===== src/rtl/store_aligner_pkg.sv =====
// Shared processor definitions for the store path: store size and
// handshake state encodings.
package store_aligner_pkg;

  typedef enum logic [1:0] {
    SZ_BYTE = 2'b00,
    SZ_HALF = 2'b01,
    SZ_WORD = 2'b10,
    SZ_RSVD = 2'b11
  } size_t;

  typedef enum logic [1:0] {
    ST_EMPTY = 2'b00,
    ST_FULL  = 2'b01,
    ST_ERR   = 2'b10
  } state_t;

endpackage


===== src/rtl/store_lane_gen.sv =====
// Combinational byte-lane generator: maps store size and the low address
// bits onto little-endian byte enables, replicated write data and a misalign flag.
module store_lane_gen
  import store_aligner_pkg::*;
#(
  parameter int DATA_WIDTH = 32
) (
  input  logic [1:0]            size,
  input  logic [1:0]            addr_lo,
  input  logic [DATA_WIDTH-1:0] data,
  output logic [3:0]            be,
  output logic [DATA_WIDTH-1:0] wdata,
  output logic                  misaligned
);

  always_comb begin
    be         = 4'b0000;
    wdata      = '0;
    misaligned = 1'b0;
    case (size_t'(size))
      SZ_BYTE: begin
        be    = 4'b0001 << addr_lo;
        wdata = {4{data[7:0]}};
      end
      SZ_HALF: begin
        be         = addr_lo[1] ? 4'b1100 : 4'b0011;
        wdata      = {2{data[15:0]}};
        misaligned = addr_lo[0];
      end
      SZ_WORD: begin
        be         = 4'b1111;
        wdata      = data;
        misaligned = (addr_lo != 2'b00);
      end
      default: misaligned = 1'b1;
    endcase
  end

endmodule


===== src/rtl/store_aligner.sv =====
// Store aligner: accepts a store request, aligns it into a word-addressed
// memory write with byte enables, and raises an address error on misalignment.
module store_aligner
  import store_aligner_pkg::*;
#(
  parameter int ADDR_WIDTH = 32,
  parameter int DATA_WIDTH = 32
) (
  input  logic                  i_CLK,
  input  logic                  i_RST,
  input  logic                  i_valid,
  output logic                  o_ready,
  input  logic [ADDR_WIDTH-1:0] i_addr,
  input  logic [DATA_WIDTH-1:0] i_data,
  input  logic [1:0]            i_size,
  input  logic                  i_flush,
  output logic                  o_valid,
  input  logic                  i_ready,
  output logic [ADDR_WIDTH-1:0] o_addr,
  output logic [DATA_WIDTH-1:0] o_wdata,
  output logic [3:0]            o_be,
  output logic                  o_addr_err,
  output logic [ADDR_WIDTH-1:0] o_badvaddr,
  input  logic                  i_err_ack,
  output state_t                o_state
);

  // Handshake: a transfer happens on a rising edge where valid and ready are
  // both 1; a held write keeps every output stable until the sink's ready.
  state_t                state;
  logic                  accept;
  logic [3:0]            lane_be;
  logic [DATA_WIDTH-1:0] lane_wdata;
  logic                  lane_mis;

  store_lane_gen #(.DATA_WIDTH(DATA_WIDTH)) u_lane_gen (
    .size       (i_size),
    .addr_lo    (i_addr[1:0]),
    .data       (i_data),
    .be         (lane_be),
    .wdata      (lane_wdata),
    .misaligned (lane_mis)
  );

  assign o_ready = (state == ST_EMPTY) || ((state == ST_FULL) && i_ready);
  assign accept  = i_valid && o_ready && !i_flush;
  assign o_state = state;

  always_ff @(posedge i_CLK or posedge i_RST) begin
    if (i_RST) begin
      state      <= ST_EMPTY;
      o_valid    <= 1'b0;
      o_be       <= 4'b0000;
      o_wdata    <= '0;
      o_addr     <= '0;
      o_addr_err <= 1'b0;
      o_badvaddr <= '0;
    end else if (i_flush) begin
      state      <= ST_EMPTY;
      o_valid    <= 1'b0;
      o_be       <= 4'b0000;
      o_addr_err <= 1'b0;
    end else begin
      case (state)
        ST_EMPTY, ST_FULL: begin
          if (accept && lane_mis) begin
            state      <= ST_ERR;
            o_valid    <= 1'b0;
            o_be       <= 4'b0000;
            o_addr_err <= 1'b1;
            o_badvaddr <= i_addr;
          end else if (accept) begin
            state   <= ST_FULL;
            o_valid <= 1'b1;
            o_be    <= lane_be;
            o_wdata <= lane_wdata;
            o_addr  <= {i_addr[ADDR_WIDTH-1:2], 2'b00};
          end else if (state == ST_FULL && i_ready) begin
            state   <= ST_EMPTY;
            o_valid <= 1'b0;
            o_be    <= 4'b0000;
          end
        end
        ST_ERR: begin
          if (i_err_ack) begin
            state      <= ST_EMPTY;
            o_addr_err <= 1'b0;
          end
        end
        default: begin
          state   <= ST_EMPTY;
          o_valid <= 1'b0;
          o_be    <= 4'b0000;
        end
      endcase
    end
  end

endmodule


===== config.mk =====
export PLATFORM = sky130hd
export DESIGN_NAME = store_aligner
export DESIGN_NICKNAME = d
export VERILOG_FILES = /design/src/rtl/store_aligner_pkg.sv /design/src/rtl/store_lane_gen.sv /design/src/rtl/store_aligner.sv
export SDC_FILE = /design/constraint.sdc
export NUM_CORES = 1
export LEC_CHECK = 0
export CAP_MARGIN = 15
export CORE_MARGIN = 1.5
export CORE_UTILIZATION = 45
export CTS_BUF_LIST = sky130_fd_sc_hd__clkbuf_4
export CTS_CLUSTER_DIAMETER = 80
export CTS_CLUSTER_SIZE = 8
export DETAILED_ROUTE_END_ITERATION = 8
export PLACE_DENSITY = 0.94
export SYNTH_ARGS = -nofsm -noshare
export SYNTH_HDL_FRONTEND = slang
export SYNTH_HIERARCHICAL = 1
export SYNTH_SLANG_ARGS = --single-unit

===== constraint.sdc =====
create_clock -name i_CLK -period 4.7 [get_ports i_CLK]
set_input_delay 1.41 -clock i_CLK [delete_from_list [all_inputs] [get_ports i_CLK]]
set_output_delay 1.41 -clock i_CLK [all_outputs]
set_load 0.01 [all_outputs]

==> metrics.md <==
| Metric | Value |
|---|---|
| Die width | `102 um` |
| Leakage | `around 0.0027 uW` |
| Post-synth ARST share | `100%` |
| Setup violations, final | `0` |
| RSZ-0062 raised after global routing | `no` |
| Worst vdd rail ir drop | `around 0.23 mV` |
| Synth Flop Type | `dfrtp_1` |
| Routability cong. | `0.831` |
| Max-cap violations | `0` |
| Sink Count | `around 100` |
| Startpoint types | `input port` |
| Starting Density | `46.9%` |
| Yosys warns | `6` |
| Worst min path class | `reg2reg` |
| Worst setup EP type | `output pin` |
| Tmin final | `4070 ps` |
| Syn Inst Count | `317` |
| CP Class | `in2out` |
| Commonest non-fill, non-tap cell in the layout | `clkdlybuf4s50_1` |
| Clk root buf | `clkbuf_4` |
| Maximum fanout along the worst path | `6` |
| Post-CTS Resized | `0` |
| Ratio of final minimum period to clock period | `about 87%` |
| Worst-Margin Slew | `782 ps` |
| Multi-input logic area | `around 1700 um^2` |
| WL/cell | `around 17 um` |
| Vias in the first global route | `3406` |
| Slew Viols, Final | `0` |
| Die H | `102 um` |
| Gr ovfl total | `0` |
| Layout Nets | `approximately 560` |
| Clk pin slew, worst setup/hold paths | `150 ps` |
| CP required | `3290 ps` |
| Top cells by area, synth | `dfrtp_1 (58%), mux2_2 (20%), mux2_4 (5.1%)` |
| Number of fill cells in the layout | `722` |
| Unique cell type count in the Yosys netlist | `33` |
| Post-synth EDFFs | `0` |
| Synth Register Bits | `102` |
| Max Root-Sink Buffers | `2` |
| Tot GR Track Use | `20.7%` |
| Via density | `approximately 5.1` |
| Detailed placement HPWL | `between 7000 and 8000 um` |
| Most frequent cells in the layout | `clkdlybuf4s50_1 (174), dfrtp_1 (102), mux2_2 (79), a21oi_1 (20), mux2_4 (15)` |
| CTS Hold Bufs | `0` |
| Io pins | `177` |
| Slowest stage delay, CP | `520 ps` |
| Global-route wire length before repair | `16600 um` |
| Rows | `35` |
| FF/Latch Area | `2550 um^2` |
| Register area share after synthesis | `58.1%` |
| Routed Antenna Nets | `0` |
| Largest net degree at the start of global routing | `59` |
| Status | `completed` |
| Initial antenna violation count | `0` |
| Inserted Clock Buffers | `9` |
| CTS H-tree lvls | `3` |
| Area leader, netlist | `dfrtp_1` |
| Post-synth top area share | `58.1%` |
| Clock tree from TritonCTS | `yes` |
| Fmax | `246 MHz` |
| WL final | `10800 um` |
| Syn-to-layout area delta | `44.9%` |
| Synth Cell Area | `4400 um^2` |
| Clock Skew | `24.4 ps` |
| Initial drt markers | `71` |
| Critical path's most frequent cell | `clkdlybuf4s50_1` |
| Core footprint | `9370 um^2` |
| # DRC | `0` |
| PortBufs | `174` |
| Cell breakdown of the critical path | `clkdlybuf4s50_1 -> nand2b_2 -> and2_1 -> clkdlybuf4s50_1` |
| Vias | `approximately 3200` |
| Total setup buffers inserted after CTS | `0` |
| WP data arrival | `2660 ps` |
| Max transition margin | `a little under half` |
| CP max stage cell | `clkdlybuf4s50_1` |
| Die Area | `10400 um^2` |
| Final TNS setup | `0 ps` |
| Final hold violations | `0` |
| Ant diodes | `0` |
| Post-Syn Area per Cell | `13.9 um^2` |
| Final hold slack | `511 ps` |
| Layout cells sized above 1 | `24.5%` |
| Later-pin clock latency in the skew report | `440 ps` |
| Initial DRT Pass Iterations | `4` |
| Pwr Density | `414 nW/um^2` |
## worst paths after layout
path | from | endpoint | slack (ps) | depth (start not counted)
max in group asynchronous | i_RST | o_addr[18]$_DFFE_PP0P_ | 2590 | 3
hold / removal | o_valid$_DFFE_PP0P_ | o_valid$_DFFE_PP0P_ | 510 | 1
min in group asynchronous | i_RST | o_addr[14]$_DFFE_PP0P_ | 1380 | 2
setup reg to reg | o_state[1]$_DFFE_PP0P_ | o_wdata[24]$_DFFE_PP0P_ | 2980 | 4
setup / recovery | i_ready | o_ready | 630 | 4
hold reg to reg | o_valid$_DFFE_PP0P_ | o_valid$_DFFE_PP0P_ | 510 | 1
## synthesized netlist by cell type (2+ instances only)
| master | number |
|---|---|
| a21o_1 | 9 |
| buf_6 | 6 |
| a22o_1 | 4 |
| inv_1 | 4 |
| o21ai_1 | 13 |
| dfrtp_1 | 102 |
| mux2_2 | 79 |
| nor2b_1 | 8 |
| o21a_1 | 2 |
| buf_2 | 8 |
| and2b_1 | 2 |
| clkbuf_1 | 3 |
| and2_1 | 9 |
| buf_4 | 2 |
| o21ai_0 | 5 |
| mux2_4 | 15 |
| nor2_1 | 4 |
| nand2_1 | 8 |
| a21oi_1 | 20 |
## registers in the layout, summed over array words and instances (netlist names)
register and cells:
o_be 4, o_badvaddr 32, o_addr 30, o_wdata 32, o_addr_err 1, o_valid 1, o_state 2
## area by class of cell
cell class                 instances  area share (%)
clock buffer                       9            1.06
sequential                       102            40.1
multi-input combinational        193            26.7
timing repair buffer             179            28.3
clock inverter                     7            1.02
tap                              129            2.53
inverter                           4           0.275
## power breakdown
part / switching (uW) / internal (uW)
registers: 121 / 1100
logic: 358 / 636
clock network: 305 / 121
## cells by family after synthesis
group	count (synthesis)	share of synthesized area [%]
simple gates	39	5.07
other cells	1	0.0853
flops	102	58.1
compound gates	57	7.80
buf+inv	23	3.39
mux	95	25.6
## worst max-delay path, delay by kind of cell
family	cells	cell delay [ps]
buf+inv	2	960
simple gates	2	280
## metrics by stage
step	area [um^2]	power, uW	setup slack [ps]	utilization [%]	cells
after global routing	6370	2780	576	67.9	623
after floorplan	4400	1630	615	-	318
final	6370	2640	629	67.9	623
after detailed placement	6230	2240	632	66.5	607
after CTS	6370	2670	620	67.9	623
after global placement	6230	2190	626	66.5	607
## per-layer routing
metal  vias up  share of wire [%]  global-route usage [%]
met1      1576                 41                    24.7
met2       109                 52                    36.4
met5         -                  0                       0
met3        14                6.0                    5.75
li1       1460                  -                       -
met4         0                1.3                    6.22
Note: power is estimated with default switching activity, not from simulation.
